===== src/rtl/sound_sequencer.sv =====
// Multi-channel sound sequencer: edge-captured requests, fixed-priority playback, ON/OFF mute; preemption under SOUND_PREEMPT_EN.
// Latency: request rising at edge n plays from edge n for max(dur,1) cycles, then one low GAP cycle.
// No backpressure: requests merge into per-channel pending bits; muted or same-edge-as-button requests are dropped.
module sound_sequencer #(
    parameter int NUM_CH = 4,
    parameter int DUR_W  = 8,
    parameter int ID_W   = $clog2(NUM_CH)
) (
    input  logic                    clk,
    input  logic                    rst,
    input  logic                    button,
    input  logic [NUM_CH-1:0]       event_i,
    input  logic [NUM_CH*DUR_W-1:0] dur_cfg_i,
    output logic                    playSound,
    output logic [ID_W-1:0]         tone_o,
    output logic                    mode_o,
    output logic                    busy_o
);

    typedef enum logic [1:0] {
        IDLE = 2'd0,
        PLAY = 2'd1,
        GAP  = 2'd2
    } state_t;

    state_t              state, state_n;
    logic [NUM_CH-1:0]   pending, pending_n;
    logic [NUM_CH-1:0]   event_q;
    logic                button_q;
    logic [DUR_W-1:0]    cnt, cnt_n;
    logic [ID_W-1:0]     tone_n;
    logic                mode_n;

    logic                btn_rise;
    logic [NUM_CH-1:0]   ev_rise;
    logic [NUM_CH-1:0]   accept;
    logic [NUM_CH-1:0]   src;
    logic [NUM_CH-1:0]   src_clr;
    logic                src_any;
    logic [ID_W-1:0]     src_idx;
    logic [DUR_W-1:0]    src_dur;
    logic [DUR_W-1:0]    load_cnt;

    // Request capture and lowest-index selection over pending plus this edge's accepted requests.
    always_comb begin
        btn_rise = button & ~button_q;
        ev_rise  = event_i & ~event_q;
        accept   = (mode_o && !btn_rise) ? ev_rise : '0;
        src      = pending | accept;
        src_any  = |src;
        src_idx  = '0;
        src_dur  = '0;
        for (int k = NUM_CH - 1; k >= 0; k--) begin
            if (src[k]) begin
                src_idx = ID_W'(k);
                src_dur = dur_cfg_i[k*DUR_W +: DUR_W];
            end
        end
        load_cnt = (src_dur == '0) ? DUR_W'(1) : src_dur;
        src_clr  = src & ~(NUM_CH'(1) << src_idx);
    end

    always_comb begin
        state_n   = state;
        pending_n = src;
        tone_n    = tone_o;
        cnt_n     = cnt;
        mode_n    = mode_o ^ btn_rise;
        if (btn_rise && mode_o) begin
            // Muting aborts everything on the same edge.
            state_n   = IDLE;
            pending_n = '0;
        end else begin
            case (state)
                IDLE, GAP: begin
                    if (src_any) begin
                        state_n   = PLAY;
                        tone_n    = src_idx;
                        cnt_n     = load_cnt;
                        pending_n = src_clr;
                    end else begin
                        state_n = IDLE;
                    end
                end
                PLAY: begin
`ifdef SOUND_PREEMPT_EN
                    if (src_any && (src_idx < tone_o)) begin
                        tone_n    = src_idx;
                        cnt_n     = load_cnt;
                        pending_n = src_clr;
                    end else
`endif
                    if (cnt == DUR_W'(1)) begin
                        state_n = GAP;
                        cnt_n   = '0;
                    end else begin
                        cnt_n = cnt - DUR_W'(1);
                    end
                end
                default: begin
                    state_n   = IDLE;
                    pending_n = '0;
                end
            endcase
        end
    end

    always_ff @(posedge clk or posedge rst) begin
        if (rst) begin
            state     <= IDLE;
            pending   <= '0;
            event_q   <= '0;
            button_q  <= 1'b0;
            cnt       <= '0;
            tone_o    <= '0;
            mode_o    <= 1'b1;
            playSound <= 1'b0;
        end else begin
            state     <= state_n;
            pending   <= pending_n;
            event_q   <= event_i;
            button_q  <= button;
            cnt       <= cnt_n;
            tone_o    <= tone_n;
            mode_o    <= mode_n;
            playSound <= (state_n == PLAY);
        end
    end

    assign busy_o = (state != IDLE) || (|pending);

endmodule


===== config.mk =====
export PLATFORM = sky130hd
export DESIGN_NAME = sound_sequencer
export DESIGN_NICKNAME = d
export VERILOG_FILES = /design/src/rtl/sound_sequencer.sv
export SDC_FILE = /design/constraint.sdc
export NUM_CORES = 1
export LEC_CHECK = 0
export CAP_MARGIN = 20
export CORE_AREA = 5 5 56 77
export CTS_CLUSTER_SIZE = 14
export DETAILED_ROUTE_END_ITERATION = 6
export DIE_AREA = 0 0 61 82
export GPL_ROUTABILITY_DRIVEN = 0
export MAX_ROUTING_LAYER = met4
export PLACE_DENSITY = 0.8
export SETUP_SLACK_MARGIN = 0.3
export SYNTH_ARGS = -nofsm -noshare
export SYNTH_HDL_FRONTEND = slang
export SYNTH_SLANG_ARGS = --single-unit

===== constraint.sdc =====
create_clock -name clk -period 3 [get_ports clk]
set_clock_uncertainty 0.05 [all_clocks]
set_input_delay 0.6 -clock clk [delete_from_list [all_inputs] [get_ports clk]]
set_output_delay 0.6 -clock clk [all_outputs]
set_load 0.01 [all_outputs]

==> impl_metrics.tcl, run 1 <==
set metrics [dict create \
    outcome "complete, no violations" \
    required_ns 3.14 \
    via_per_inst 5.91 \
    num-nets-final 255 \
    netlist_area_sq_um 1530 \
    syn_nets 207 \
    dpl.hpwl_mm 3.22 \
    synth.avg_cell_area_sq_um 9.30 \
    core_area_sq_um 3580 \
    grt_pass1_wl_mm 6.60 \
    slew_headroom_pct 41.4 \
    drt_iter0_drc 51 \
    wl_per_cell_microns 15.6 \
    leakagePower_nw 0.840 \
    initial_utilization_pct 42.6 \
    antenna_left 0 \
    clkTransAtPathRegs_ns 0.08 \
    p_per_area_nw_per_um2 958 \
    max_freq_ghz 0.386 \
    cp.arrival_ns 2.74 \
    numClockSinks 23 \
    crit_end "cnt[1]" \
    num_rows 26 \
    grt_usage_pct 17.9 \
    slowest_stage "clkdlybuf4s50_1" \
    period_minus_slack_ns 2.59 \
    path_class "in2reg" \
    final_cell_mix "clkdlybuf4s50_1, dfrtp_1, o21ai_0" \
    hp-class "reg2reg" \
    route.vias.total 1494 \
    worstHoldStart "tone_o[0]" \
    synth_seq_cells 23 \
    die_area_sq_um 5000 \
    clk_latency_ns 0.26 \
    r2r_cells 6 \
    io-pin-count 44 \
    r2r_slack_ns 0.77 \
    startpoint_type "primary input" \
    vdd_drop_max_v 0.000578 \
    grt_max_degree 24 \
    final_common_cell "clkdlybuf4s50_1" \
    worst_slew_pin_slew_ns 0.878 \
    drv_slew 0 \
    crit_start "button" \
    drcViolationCount 0 \
    tns_ns 0 \
    synth_area_leader_cell "dfrtp_1" \
    ys_seq_area_share_pct 37.8 \
    cp-end-kind "register" \
    async_reset_ff_share_pct 100 \
    netlist.area_leader.share_pct 36.1 \
    power_mw 1.97 \
    synthTopCellsByArea "dfrtp_1, o21ai_0, clkbuf_8" \
    die_h_microns 82 \
    yosys_warnings 0 \
    cpPeakStageDelay_ns 0.47 \
    htreeDepth 1 \
    rr_endpoint "cnt[0]" \
    path_cells "clkdlybuf4s50_1 -> nand2b_1 -> ha_2 -> and3b_2 -> or2_4 -> o311a_1 -> a2bb2oi_2 -> mux2_2 -> o21ai_1" \
    synth_ff_type "dfrtp_1" \
    grt_pass1_vias 1488 \
    timing.rr.start "cnt[2]" \
    drv_cap 0 \
    cts_setup_buffers 0 \
    synth-edff-count 0 \
    synth.distinct_cells 48 \
    die_w_microns 61 \
    clockRootBuffer "clkbuf_8" \
    layout-drive-gt1-share_pct 14.7 \
    antenna_found_initial 0 \
    hold_path_depth 1 \
    diodes 0 \
    rsz0062_at_grt "no" \
    cts_inserted_buffers 3 \
    period_share_pct 86.4 \
    final_hold_viol_count 0 \
    drt_pass1_iterations 4 \
    cts_buffer_depth 2 \
    cts_tree "yes" \
    gr-total-overflow 0 \
    setup_violations 0 \
    syn-instance-count 164 \
    area_delta_synth_final_pct 34.6 \
    wl_mm 3.96 \
    io_buffers 43 \
    cp_max_fo 8 \
]
[critical path, delay by kind of cell]
kind                     cells  cell delay (ns)
AND/OR/NAND/NOR              3             0.59
AO/OA/AOI/OAI                3             0.59
adder cells (fa/ha/maj)      1             0.21
multiplexers                 1             0.27
buffers and inverters        1             0.47
[per-stage QoR]
stage               worst slack (ns)  instance area [sq um]  utilization, %  instances  hold slack [ns]
floorplan                      0.556                   1530               -        164            0.419
global placement               0.112                   2000            55.8        249            0.427
detailed placement            0.0538                   2000            55.8        249            0.444
CTS                            0.310                   2040            57.1        253            0.464
global route                   0.313                   2050            57.4        253            0.481
finish                         0.408                   2050            57.4        253            0.454
[registers in the layout (all words and copies together), names as in the netlist]
name	count
cnt	8
event_q	4
pending	4
state	2
tone_o	2
button_q	1
mode_o	1
playSound	1
[final cells by class]
cell class	instances	area [sq um]
fill	340	1530
timing repair buffer	51	490
clock inverter	1	5.00
sequential	23	577
multi-input combinational	123	850
tap	42	52.6
inverter	10	37.5
clock buffer	3	41.3
[synth_stat cells, drive strengths merged (3+ instances only)]
library cell and number:
nor3 6, o21ai 26, dfrtp 22, a22oi 5
o22ai 3, o211ai 4, a22o 3, ha 4
nand2 8, inv 10, nor2 9, clkbuf 6
and3b 3, nand2b 3, a21oi 9, o21a 5
a31oi 4
[kinds of logic (layout without fill, tap and decap cells)]
group | count (synthesis) | count (layout) | synth area share [%]
AO/OA/AOI/OAI | 75 | 75 | 34.5
buffers and inverters | 18 | 65 | 7.63
flip-flops | 23 | 23 | 37.8
adder cells (fa/ha/maj) | 4 | 4 | 3.28
AND/OR/NAND/NOR | 42 | 42 | 15.3
multiplexers | 2 | 2 | 1.48
[power by group]
group | leakage, nW | switching, mW | internal, mW
Combinational | 0.539 | 0.628 | 0.588
Clock | 0.0255 | 0.102 | 0.0926
Sequential | 0.276 | 0.122 | 0.434
[what timing repair did]
item	CTS	global route
hold endpoints to repair	0	0
hold buffers	0	0
endpoints found under the setup margin	0	6
gates resized for setup	0	4
[worst min path at each step]
| stage | slack, ns | end |
|---|---|---|
| after detailed placement | 0.44 | tone_o[0] |
| final | 0.45 | tone_o[0] |
| after CTS | 0.46 | tone_o[0] |
| after global placement | 0.43 | tone_o[0] |
| after floorplan | 0.42 | cnt[4] |
| after global routing | 0.48 | cnt[4] |
[routing by layer]
metal,share of wire (%),track usage (%)
met4,0.86,4.56
met5,0,-
met1,40,20.9
met2,55,32.0
met3,4.0,1.89
Note: power is estimated with default switching activity, not from simulation.
==> inputs of run 2 (changes only) <==
--- a/config.mk
+++ b/config.mk
@@ -11,8 +11,9 @@
 export DETAILED_ROUTE_END_ITERATION = 6
 export DIE_AREA = 0 0 61 82
 export GPL_ROUTABILITY_DRIVEN = 0
-export MAX_ROUTING_LAYER = met4
+export GPL_TIMING_DRIVEN = 1
 export PLACE_DENSITY = 0.8
+export RECOVER_POWER = 100
 export SETUP_SLACK_MARGIN = 0.3
 export SYNTH_ARGS = -nofsm -noshare
 export SYNTH_HDL_FRONTEND = slang
==> run 2 against run 1 <==
Core utilization down 0.42 points. Cell area decreased by 0.73%. Largest power group unchanged. Count of clock-buffer cells in the layout did not move. Sequential cell count unchanged.
==> impl_metrics.tcl, run 2 (same netlist as run 1, synthesis figures left out) <==
set metrics [dict create \
    outcome "complete, no violations" \
    largest_reg_flops 8 \
    p_per_area_nw_per_um2 944 \
    num-nets-final 255 \
    max_freq_ghz 0.367 \
    place_ws_ns 0.0538 \
    sequentialPowerShare_pct 28.8 \
    cpPeakStageDelay_ns 0.54 \
    num_rows 26 \
    layout-drive-gt1-share_pct 12.8 \
    route.vias.total 1478 \
    leakagePower_nw 0.832 \
    wl_per_cell_microns 15.7 \
    io_buffers 43 \
    stdcell_count 253 \
    switching_share_pct 43.7 \
    vdd_drop_max_v 0.000563 \
    cts_inserted_buffers 3 \
    drt_iter0_drc 55 \
    grt_pass1_vias 1493 \
    die_w_microns 61 \
    n_fill_cell 344 \
    core_area_sq_um 3580 \
    numClockSinks 23 \
    htreeDepth 1 \
    required_ns 3.14 \
    rsz0062_at_grt "no" \
    gr-total-overflow 0 \
    startpoint_type "primary input" \
    cp_max_fo 8 \
    cp-end-kind "register" \
    io-pin-count 44 \
    path_cells "dlygate4sd3_1 -> nand2b_1 -> ha_1 -> and3b_2 -> or2_4 -> o311a_1 -> a2bb2oi_2 -> mux2_2 -> o21ai_1" \
    cts_setup_buffers 0 \
    final_cell_mix "clkdlybuf4s50_1, dfrtp_1, o21ai_0" \
    die_area_sq_um 5000 \
    largestRegisters "cnt (8), event_q (4), pending (4)" \
    grt_max_degree 24 \
    drcViolationCount 0 \
    period_share_pct 90.8 \
    clockPowerShare_pct 10.0 \
    setup_violations 0 \
    grt_pass1_wl_mm 6.60 \
    antenna_left 0 \
    worst_slack_ns 0.275 \
    clockRootBuffer "clkbuf_8" \
    drv_slew 0 \
    initial_utilization_pct 42.6 \
    tns_ns 0 \
    area_delta_synth_final_pct 33.6 \
    post-place-cells 249 \
    slew_headroom_pct 40.9 \
    slowest_stage "dlygate4sd3_1" \
    switching_power_mw 0.840 \
    diodes 0 \
    cts_buffer_depth 2 \
    antenna_found_initial 0 \
    clkTransAtPathRegs_ns 0.08 \
    cp.arrival_ns 2.86 \
    die_h_microns 82 \
    final_hold_viol_count 0 \
    cts_tree "yes" \
    intPower_mw 1.08 \
    drv_cap 0 \
    period_minus_slack_ns 2.73 \
    path_class "in2reg" \
    grt_usage_pct 17.4 \
    worst_slew_pin_slew_ns 0.886 \
    via_per_inst 5.84 \
    drt_pass1_iterations 5 \
    wl_mm 3.96 \
    hp-class "reg2reg" \
    final_common_cell "clkdlybuf4s50_1" \
    power_frac_comb_pct 61.2 \
    clk_latency_ns 0.26 \
    dpl.hpwl_mm 3.22 \
    regMostFlops "cnt" \
]
run 2: final timing paths:
kind	startpoint	to	slack [ns]	cells past startpoint
worst max-delay path	button	cnt[1]	0.27	9
worst min-delay path	tone_o[0]	tone_o[0]	0.45	1
worst max register to register	button_q	cnt[1]	0.71	8
worst min register to register	tone_o[0]	tone_o[0]	0.45	1
max in group asynchronous	rst	cnt[3]	1.45	2
min in group asynchronous	rst	tone_o[0]	0.91	2
run 2: cell type report:
class | instances | area, sq um | area share (%)
Multi-Input combinational cell | 123 | 842 | 41.3
Sequential cell | 23 | 577 | 28.3
Timing Repair Buffer | 51 | 483 | 23.7
Tap cell | 42 | 52.6 | 2.58
Clock buffer | 3 | 41.3 | 2.03
Inverter | 10 | 37.5 | 1.84
Clock inverter | 1 | 5.00 | 0.246
run 2: critical path: cells and delay by family:
family / cells / cell delay [ns]
compound gates: 3 / 0.60
fa+ha+maj: 1 / 0.25
buf+inv: 1 / 0.54
mux: 1 / 0.26
simple gates: 3 / 0.62
run 2: repair_timing:
item | in CTS | in global routing
hold buffers | 0 | 0
endpoints found under the hold margin | 0 | 0
setup endpoints to repair | 0 | 6
gates resized for setup | 0 | 4
run 2: power groups by stage:
stage | Combinational (mW) | Clock (mW) | Sequential, mW
6_report | 1.18 | 0.192 | 0.554
5_1_grt | 1.31 | 0.214 | 0.575
4_1_cts | 1.20 | 0.194 | 0.554
3_5_place_dp | 1.19 | 0 | 0.560
3_3_place_gp | 1.17 | 0 | 0.553
2_1_floorplan | 0.898 | 0 | 0.544
run 2: per-layer routing:
layer	GRT usage (%)	vias up	wire, microns
li1	-	717	-
met2	32.1	43	2180
met1	20.8	714	1550
met5	0	-	0
met4	4.56	0	31
met3	1.89	4	200
run 2: stage by stage:
step / power, mW / area (sq um) / hold slack, ns / util, %
after CTS: 1.94 / 2040 / 0.464 / 57.1
after floorplan: 1.44 / 1530 / 0.419 / -
after detailed placement: 1.75 / 2000 / 0.444 / 55.8
final: 1.93 / 2040 / 0.449 / 57.0
after global routing: 2.10 / 2040 / 0.474 / 57.0
after global placement: 1.73 / 2000 / 0.427 / 55.8
